## config.mk

```make
export PLATFORM = sky130hd
export DESIGN_NAME = id_regfile_stage
export DESIGN_NICKNAME = d
export VERILOG_FILES = /design/src/rtl/cpu_pkg.sv /design/src/rtl/regfile_bypass.sv /design/src/rtl/id_regfile_stage.sv
export SDC_FILE = /design/constraint.sdc
export NUM_CORES = 2
export LEC_CHECK = 0
export BUFFER_PORTS_ARGS = -buffer_cell sky130_fd_sc_hd__buf_2
export CAP_MARGIN = 20
export CORE_MARGIN = 2
export CORE_UTILIZATION = 48
export CTS_BUF_LIST = sky130_fd_sc_hd__clkbuf_4 sky130_fd_sc_hd__clkbuf_8 sky130_fd_sc_hd__clkbuf_16
export DETAILED_ROUTE_END_ITERATION = 6
export PLACE_DENSITY_LB_ADDON = 0.05
export SYNTH_ARGS = -nofsm -noshare
export SYNTH_HDL_FRONTEND = slang
export SYNTH_HIERARCHICAL = 1
export SYNTH_SLANG_ARGS = --single-unit
```

## constraint.sdc

```tcl
create_clock -name clk -period 5.64 [get_ports clk]
set_input_delay 0.282 -clock clk [delete_from_list [all_inputs] [get_ports clk]]
set_output_delay 0.282 -clock clk [all_outputs]
set_load 0.01 [all_outputs]
```

## src/rtl/cpu_pkg.sv

```systemverilog
`default_nettype none
// +------------------------------------------------------------------+
// | Module   : cpu_pkg                                               |
// | Purpose  : Shared instruction-field layout and the decoded       |
// |            register-field bundle passed from ID to EX.           |
// | Revision : 1.0 - initial release                                 |
// +------------------------------------------------------------------+
package cpu_pkg;

  localparam int REG_IDX_W = 5;

  localparam int RS_HI = 25;
  localparam int RS_LO = 21;
  localparam int RT_HI = 20;
  localparam int RT_LO = 16;
  localparam int RD_HI = 15;
  localparam int RD_LO = 11;
  localparam int IMM_W = 16;

  typedef struct packed {
    logic [REG_IDX_W-1:0] rs;
    logic [REG_IDX_W-1:0] rt;
    logic [REG_IDX_W-1:0] rd;
    logic [IMM_W-1:0]     imm;
  } id_bundle_t;

  // Only the operand-bearing low bits are passed in; the opcode is not decoded here.
  function automatic id_bundle_t decode_fields(input logic [RS_HI:0] instr);
    id_bundle_t b;
    b.rs  = instr[RS_HI:RS_LO];
    b.rt  = instr[RT_HI:RT_LO];
    b.rd  = instr[RD_HI:RD_LO];
    b.imm = instr[IMM_W-1:0];
    return b;
  endfunction

endpackage
`default_nettype wire

```

## src/rtl/regfile_bypass.sv

```systemverilog
`default_nettype none
// +------------------------------------------------------------------+
// | Module   : regfile_bypass                                        |
// | Purpose  : Register array with one write port, reset init and    |
// |            two read ports that see a same-cycle write-back.      |
// | Revision : 1.0 - initial release                                 |
// +------------------------------------------------------------------+
module regfile_bypass
  import cpu_pkg::*;
#(
  parameter int XLEN       = 32,
  parameter int NREGS      = 32,
  parameter int ZERO_REG   = 1,
  parameter int INIT_INDEX = 1
) (
  input  logic                 clk,
  input  logic                 reset,
  input  logic [REG_IDX_W-1:0] rd_addr1,
  input  logic [REG_IDX_W-1:0] rd_addr2,
  input  logic                 wb_en,
  input  logic [REG_IDX_W-1:0] wb_addr,
  input  logic [XLEN-1:0]      wb_data,
  output logic [XLEN-1:0]      rd_data1,
  output logic [XLEN-1:0]      rd_data2
);

  localparam int AW = $clog2(NREGS);

  logic [XLEN-1:0] regs_q [NREGS];
  logic [XLEN-1:0] regs_d [NREGS];
  logic [AW-1:0]   wb_idx;
  logic [AW-1:0]   rd_idx1;
  logic [AW-1:0]   rd_idx2;
  logic            wb_write;

  // Upper index bits alias onto the smaller array and are intentionally ignored.
  assign wb_idx  = wb_addr[AW-1:0];
  assign rd_idx1 = rd_addr1[AW-1:0];
  assign rd_idx2 = rd_addr2[AW-1:0];

  generate
    if (AW < REG_IDX_W) begin : g_idx_hi
      logic unused_idx_hi;
      assign unused_idx_hi = ^{rd_addr1[REG_IDX_W-1:AW], rd_addr2[REG_IDX_W-1:AW],
                               wb_addr[REG_IDX_W-1:AW]};
    end
  endgenerate

  // Zero register (when enabled) is hard-wired: reads 0, write-back is dropped.
  function automatic logic [XLEN-1:0] bypass_read(
    input logic [AW-1:0]   idx,
    input logic [XLEN-1:0] stored,
    input logic            we,
    input logic [AW-1:0]   widx,
    input logic [XLEN-1:0] wdata
  );
    if (ZERO_REG != 0 && idx == '0) return '0;
    if (we && widx == idx) return wdata;
    return stored;
  endfunction

  // Write-enable qualified by the zero-register rule.
  always_comb begin
    wb_write = wb_en && !(ZERO_REG != 0 && wb_idx == '0);
  end

  // Next array contents: at most one entry changes per cycle.
  always_comb begin
    regs_d = regs_q;
    if (wb_write) regs_d[wb_idx] = wb_data;
  end

  // Array storage; reset seeds either the index value or zero.
  always_ff @(posedge clk or negedge reset) begin
    if (!reset) begin
      for (int i = 0; i < NREGS; i++) begin
        regs_q[i] <= (INIT_INDEX != 0) ? XLEN'(i) : '0;
      end
    end else begin
      regs_q <= regs_d;
    end
  end

  // Two read ports with write-through bypass.
  always_comb begin
    rd_data1 = bypass_read(rd_idx1, regs_q[rd_idx1], wb_en, wb_idx, wb_data);
    rd_data2 = bypass_read(rd_idx2, regs_q[rd_idx2], wb_en, wb_idx, wb_data);
  end

endmodule
`default_nettype wire

```

## src/rtl/id_regfile_stage.sv

```systemverilog
`default_nettype none
// +------------------------------------------------------------------+
// | Module   : id_regfile_stage                                      |
// | Purpose  : Instruction-decode stage: splits the instruction,     |
// |            reads two operands and presents them through a        |
// |            registered valid/ready slot with flush and            |
// |            operand refresh while stalled.                        |
// | Revision : 1.0 - initial release                                 |
// +------------------------------------------------------------------+
module id_regfile_stage
  import cpu_pkg::*;
#(
  parameter int XLEN       = 32,
  parameter int NREGS      = 32,
  parameter int ZERO_REG   = 1,
  parameter int INIT_INDEX = 1
) (
  input  logic                 clk,
  input  logic                 reset,
  input  logic                 in_valid,
  output logic                 in_ready,
  input  logic [31:0]          instr_in,
  input  logic                 flush,
  output logic                 out_valid,
  input  logic                 out_ready,
  output logic [REG_IDX_W-1:0] out_rs,
  output logic [REG_IDX_W-1:0] out_rt,
  output logic [REG_IDX_W-1:0] out_rd,
  output logic [IMM_W-1:0]     out_imm,
  output logic [XLEN-1:0]      out_reg1,
  output logic [XLEN-1:0]      out_reg2,
  input  logic                 wb_en,
  input  logic [REG_IDX_W-1:0] wb_addr,
  input  logic [XLEN-1:0]      wb_data
);

  localparam int AW = $clog2(NREGS);

  id_bundle_t      in_fields;
  id_bundle_t      bundle_q, bundle_d;
  logic            out_valid_q, out_valid_d;
  logic [XLEN-1:0] reg1_q, reg1_d;
  logic [XLEN-1:0] reg2_q, reg2_d;
  logic [XLEN-1:0] rd_data1, rd_data2;
  logic            accept;
  logic            holding;
  logic            hit_rs, hit_rt;
  logic [AW-1:0]   wb_idx, held_rs_idx, held_rt_idx;
  logic            unused_opcode;

  assign unused_opcode = ^instr_in[31:RS_HI+1];
  assign in_fields     = decode_fields(instr_in[RS_HI:0]);

  // Ready depends only on the output slot, never on in_valid.
  assign in_ready = !out_valid_q || out_ready;
  assign accept   = in_valid && in_ready && !flush;
  assign holding  = out_valid_q && !out_ready;

  assign wb_idx      = wb_addr[AW-1:0];
  assign held_rs_idx = bundle_q.rs[AW-1:0];
  assign held_rt_idx = bundle_q.rt[AW-1:0];

  regfile_bypass #(
    .XLEN       (XLEN),
    .NREGS      (NREGS),
    .ZERO_REG   (ZERO_REG),
    .INIT_INDEX (INIT_INDEX)
  ) u_regfile (
    .clk      (clk),
    .reset    (reset),
    .rd_addr1 (in_fields.rs),
    .rd_addr2 (in_fields.rt),
    .wb_en    (wb_en),
    .wb_addr  (wb_addr),
    .wb_data  (wb_data),
    .rd_data1 (rd_data1),
    .rd_data2 (rd_data2)
  );

  // Write-back hitting a held operand index; keeps a stalled bundle from going stale.
  always_comb begin
    hit_rs = wb_en && (wb_idx == held_rs_idx) && !(ZERO_REG != 0 && held_rs_idx == '0);
    hit_rt = wb_en && (wb_idx == held_rt_idx) && !(ZERO_REG != 0 && held_rt_idx == '0);
  end

  // Output-slot next state: flush beats accept, accept beats drain, else hold/refresh.
  always_comb begin
    out_valid_d = out_valid_q;
    bundle_d    = bundle_q;
    reg1_d      = reg1_q;
    reg2_d      = reg2_q;
    if (flush) begin
      out_valid_d = 1'b0;
    end else if (accept) begin
      out_valid_d = 1'b1;
      bundle_d    = in_fields;
      reg1_d      = rd_data1;
      reg2_d      = rd_data2;
    end else if (out_valid_q && out_ready) begin
      out_valid_d = 1'b0;
    end else if (holding) begin
      if (hit_rs) reg1_d = wb_data;
      if (hit_rt) reg2_d = wb_data;
    end
  end

  // Output-slot registers; reset drops any in-flight bundle.
  always_ff @(posedge clk or negedge reset) begin
    if (!reset) begin
      out_valid_q <= 1'b0;
      bundle_q    <= '0;
      reg1_q      <= '0;
      reg2_q      <= '0;
    end else begin
      out_valid_q <= out_valid_d;
      bundle_q    <= bundle_d;
      reg1_q      <= reg1_d;
      reg2_q      <= reg2_d;
    end
  end

  assign out_valid = out_valid_q;
  assign out_rs    = bundle_q.rs;
  assign out_rt    = bundle_q.rt;
  assign out_rd    = bundle_q.rd;
  assign out_imm   = bundle_q.imm;
  assign out_reg1  = reg1_q;
  assign out_reg2  = reg2_q;

endmodule
`default_nettype wire

```

# [Word level (Yosys, flattened, before mapping)]
# Index checks and enable logic that the tools add are counted.
[word_totals] wordCells=117 inputBits=75 output_inout_bits=97 ff_bits=1120
[op_classes] bitwise=4 order_cmp=4 eq_ne=5 n_reduce_logical=31 mux=34
[ops] op="$bwmux 1024" n=1
[ops] op="$mux 32" n=21
[ops] op="$bmux 32 s5" n=2
[ops] op="$demux 32 s5" n=1
[ops] op="$logic_not 5->1" n=5
[ops] op="$eq 5x5->1" n=4
[ops] op="$ge 6x6->1 const B" n=3
[ops] op="$not 5->6" n=3
[ops] op="$logic_and 1x1->1" n=12
[ops] op="$mux 1" n=9
[ops] op="$reduce_and 4->1" n=2
[ops] op="$logic_not 1->1" n=6
[ops] op="$lt 6x1->1 const B" n=1
[ops] op="$reduce_bool 2->1" n=3
[ops] op="$reduce_bool 3->1" n=1
[ops] op="$ne 2x2->1 const B" n=1
[ops] op="$reduce_and 2->1" n=1
[ops] op="$logic_or 1x1->1" n=1
[ops] op="$not 1->1" n=1

# [Depth between registers and ports, before layout]
[logic_depth] word_depth=7 depth_mapped=12 depth_no_buf=7

# [Hierarchy]
# The synthesis kept the hierarchy.
[by_module_without_submodules] module="regfile_bypass" n_inst=1 seq_area_each_um2=25724.7 cells_per_inst=3875 area_each_um2=55426.9
[by_module_without_submodules] module="id_regfile_stage" n_inst=1 seq_area_each_um2=2277.2 cells_per_inst=300 area_each_um2=4110.2

# [Least setup slack after synthesis]
# Ideal clock, no wire load.
[synth_path] kind="input port to flip-flop" start="input port instr_in[21]" end="register reg1_q[6] (netlist: out_reg1[6])" path_buffers=3 path_stages=9 setup_slack_ns=3.401 arrival_time_ns=2.116 setup_ns=0.123 t_required_ns=5.517 cell_sequence="buf_4 > buf_6 > buf_2 > mux4_2 > a22oi_1 > a21oi_1 > a211o_1 > nand2b_1 > o221a_1"
[synth_between] elab_chain_cells=7 elab_cells_between_ends=14 cone_classes="eq/ne (1); mux (10); bitwise (1); reduce/logical (2)"
[synth_rtl] item="start: declaration" line="id_regfile_stage.sv:22" rtl="input logic [31:0] instr_in,"
[synth_rtl] item="$not 5->6 (not written as such) / $eq 5x5->1 (equally long branches)" line="regfile_bypass.sv:86, regfile_bypass.sv:58"
[synth_rtl] item="$bmux 32 s5 / $logic_and 1x1->1 (equally long branches)" line="regfile_bypass.sv:86, regfile_bypass.sv:58"
[synth_rtl] item="$mux 32 (not written as such) / $mux 1 (equally long branches) (2 in a row)" line="regfile_bypass.sv:86, regfile_bypass.sv:58"
[synth_rtl] item="$mux 32" line="regfile_bypass.sv:59" rtl="return stored;"
[synth_rtl] item="$mux 32 *" line="regfile_bypass.sv:58" rtl="if (we && widx == idx) return wdata;"
[synth_rtl] item="net rd_data1[6]" line="id_regfile_stage.sv:44" rtl="logic [XLEN-1:0] rd_data1, rd_data2;"
[synth_rtl] item="$mux 32 *" line="id_regfile_stage.sv:94" rtl="end else if (accept) begin"
[synth_rtl] item="end signal: assignment" line="id_regfile_stage.sv:117" rtl="reg1_q <= reg1_d;"
[synth_rtl] item="end: declaration" line="id_regfile_stage.sv:42" rtl="logic [XLEN-1:0] reg1_q, reg1_d;"
# Mark *: on every way through the listed nets, which the timed path passes. The rest lies on a longest branch. The select of a mux whose other input is x is not followed.
# A chain may end at the register's enable or synchronous reset.

# [Final worst setup path]
[layout_path] start="register out_valid_q (netlist: out_valid)" end="register reg2_q[25] (netlist: out_reg2[25])"
[layout_between] elab_chain_cells=6 elab_cells_between_ends=11 cone_classes="eq/ne (1); mux (1); reduce/logical (9)"
[layout_rtl] item="start: declaration" line="id_regfile_stage.sv:41" rtl="logic out_valid_q, out_valid_d;"
[layout_rtl] item="start signal: assignment" line="id_regfile_stage.sv:115" rtl="out_valid_q <= out_valid_d;"
[layout_rtl] item="$logic_not 1->1" line="id_regfile_stage.sv:55" rtl="assign in_ready = !out_valid_q || out_ready;"
[layout_rtl] item="$logic_or 1x1->1" line="id_regfile_stage.sv:55"
[layout_rtl] item="$logic_and 1x1->1 (2 in a row)" line="id_regfile_stage.sv:56" rtl="assign accept = in_valid && in_ready && !flush;"
[layout_rtl] item="$ne 2x2->1 (no source line) / $reduce_bool 2->1 (equally long branches)"
[layout_rtl] item="$reduce_and 4->1 (no source line)"
[layout_rtl] item="end signal: assignment" line="id_regfile_stage.sv:118" rtl="reg2_q <= reg2_d;"
[layout_rtl] item="end: declaration" line="id_regfile_stage.sv:43" rtl="logic [XLEN-1:0] reg2_q, reg2_d;"
# Parallel ways exist; a longest one is shown, timed or not.

==> impl_results.md <==
* DR vias at 40027
* Number of flops mapped to enable cells by yosys at 0
* Post-CTS Hold Buffers at 20
* Cell area after layout at 66400 µm²
* Largest net degree at the start of global routing at 173
* WS Path Type: register to register
* Multi-input combinational cell area at 29500 µm²
* Drt via density at 6.79
* Share of cells above drive strength 1 at 50.0%
* Comb pwr share at 19.5%
* Layout Nets at 4229
* Fmax at 278 MHz
* Setup crit end kind: register
* Post-CTS Resized at 0
* Final worst path period share at 63.7%
* Worst setup slack after layout at 2.05 ns
* Setup Slack @ Placement at 1.95 ns
* Leak at 0.0285 µW
* Sequential share of power at 43.7%
* Min Tclk post-route at 3.59 ns
* Clock root cell: clkbuf_16
* P_sw at 6720 µW
* GR Overflow Total at 0
* CP max FO at 56
* Commonest cells after routing, fill and taps aside: mux2_2 (1051), dfrtp_1 (1035), mux4_2 (396), mux2i_1 (214), buf_2 (158)
* CP arrival at 4.31 ns
* Clock skew at 0.0232 ns
* Internal at 17800 µW
* Least-Margin Pin Slew at 1.18 ns
* Wire per inst at 36.2 µm
* Wire length of the first global-routing pass at 304 mm
* Netlist Area Pre-Place at 59500 µm²
* Crit start category: register
* Final ANT Viol Nets at 0
* Net Count, Synth at 4250
* Die Area at 127000 µm²
* FF/Latch Area at 28000 µm²
* Share of async-settable or async-resettable flops after synthesis at 100%
* Layout area overhead at 11.5%
* FF+latch count, synth at 1115
* Slew headroom at 21.4%
* Prevailing post-synth register cell: dfrtp_1
* Clock Pin Slew Worst Setup and Hold Paths at 0.06 ns
* Post-CTS Setup Bufs at 0
* Worst r2r src: out_valid
* CP required at 6.36 ns
* Worst Hold Launch: instr_in[17]
* I/O Pins at 172
* IO Port Bufs at 165
* TritonCTS clock tree: built
* Clk buf depth at 3
* Pwr dens at 369 nW/µm²
* Site row count at 129
* Switching part of the total at 27.4%
* Fillers at 10390
* Finished Core Util at 53.8%
* Most common cell after layout, fill and taps aside: mux2_2
* Num CTS Buffers at 132
* Drt pass-1 iters at 5
* Hold Path Class: primary input to register
* GP Congestion at 0.836
* Fin. Hold Viols at 0
* Post-synth cell types at 69
* Cell count after synthesis at 4175
* Initial Utilization at 48.3%
* Clock Latency Late Sink at 0.79 ns
* Initial antenna violation count at 12
* Syn_area_per_cell at 14.3 µm²
* Clock network power share at 36.8%
* Die X at 356 µm
* GRT Overall Usage at 33.7%
* Vias in the first global route at 39588
* Post-DP Area at 61500 µm²
* Status: finished, final reports clean
* # setup viols final at 0
* Clk sinks at 1115
* DR iter-0 viols at 4100
* DRC at 0
* TNS Setup at 0 ns
* Die height at 356 µm
* CORE AREA at 123000 µm²
* RSZ-0062 raised after global routing: false
* Worst vdd ir at 0.000335 V
* Synth warn at 6
* Post-Route WL at 213 mm
* Post-synthesis sequential area ratio at 47.0%
* Setup crit start: out_valid
* Hpwl dp at 124 mm
* MaxCap Viol Count at 0
* Htree depth at 4
* Final Max Tran Viols at 0
sequential cells by signal (all words and copies together) (netlist names):
signal / flops
u_regfile/regs_q: 1024
out_reg1: 32
out_reg2: 32
out_imm: 11
out_rd: 5
out_rs: 5
out_rt: 5
out_valid: 1
metrics by stage:
stage / hold WS (ns) / power, µW / std cells
floorplan: -0.0136 / 14000 / 4175
global placement: 0.373 / 15400 / 5635
detailed placement: 0.380 / 15500 / 5636
CTS: 0.111 / 24600 / 5894
global route: 0.146 / 25500 / 5895
finish: 0.129 / 24500 / 5898
synthesized netlist by cell type (24+ instances only):
| library cell | n | area (µm²) |
|---|---|---|
| clkbuf_1 | 238 | 893 |
| buf_2 | 88 | 440 |
| o221a_1 | 65 | 732 |
| dfrtp_1 | 1035 | 25900 |
| mux4_2 | 396 | 8920 |
| buf_1 | 61 | 229 |
| nand2_1 | 69 | 259 |
| o21ai_0 | 69 | 345 |
| mux2i_1 | 214 | 2140 |
| mux2_2 | 1051 | 11800 |
| buf_4 | 34 | 255 |
| buf_6 | 36 | 405 |
| nor2_1 | 56 | 210 |
| nand3_1 | 34 | 170 |
| dfstp_2 | 80 | 2100 |
| a22oi_1 | 106 | 796 |
| nor3_1 | 25 | 125 |
| nor2b_1 | 25 | 156 |
| o22ai_1 | 51 | 319 |
| a221oi_1 | 24 | 210 |
| a21oi_1 | 64 | 320 |
| nand2b_1 | 71 | 444 |
routing by layer:
layer	wire length (µm)	part of all wire, %	global-route usage, %
met4	7110	3.3	11.3
met2	94700	44	50.0
met1	94000	44	49.1
met3	17400	8.2	7.76
met5	69	0.032	0
path summary, 6_finish.rpt:
check / slack, ns / cells after the start / to
hold / removal: 0.13 / 2 / out_rt[1]
hold reg to reg: 0.39 / 0 / u_regfile/regs_q[998]
min in group asynchronous: 0.16 / 2 / out_rd[3]
setup reg to reg: 2.05 / 6 / out_reg2[25]
max in group asynchronous: 3.88 / 3 / u_regfile/regs_q[1011]
setup / recovery: 2.05 / 6 / out_reg2[25]
power groups by stage:
stage / combinational, µW / clock (µW) / sequential [µW]
after global placement: 4670 / 0 / 10700
after CTS: 4770 / 9160 / 10700
final: 4770 / 9020 / 10700
after global routing: 5090 / 9500 / 10900
after detailed placement: 4740 / 0 / 10800
after floorplan: 3500 / 0 / 10500
cell type report:
| type | instances | area share [%] |
|---|---|---|
| multi-input cells | 2592 | 44.4 |
| diodes | 3 | 0.0113 |
| clock buffers | 204 | 6.20 |
| inverters | 4 | 0.0226 |
| flip-flops and latches | 1115 | 42.2 |
| repair buffers | 309 | 3.37 |
| clock inverters | 34 | 0.698 |
| well taps | 1637 | 3.09 |
logic make-up after synthesis:
| group | share of synthesized area (%) |
|---|---|
| compound gates | 6.63 |
| flops | 47.0 |
| xor+xnor | 0.265 |
| simple gates | 3.52 |
| mux | 38.6 |
| buf+inv | 3.94 |
worst max-delay path, cell delays in order (launching register included):
cell and delay [ns]:
dfrtp_1 0.54, nand2b_4 0.23, nor3b_4 0.22, buf_4 0.74, a31o_2 0.97, buf_4 0.47
o221a_1 0.26
No activity file was read; power rests on OpenSTA's default activity.
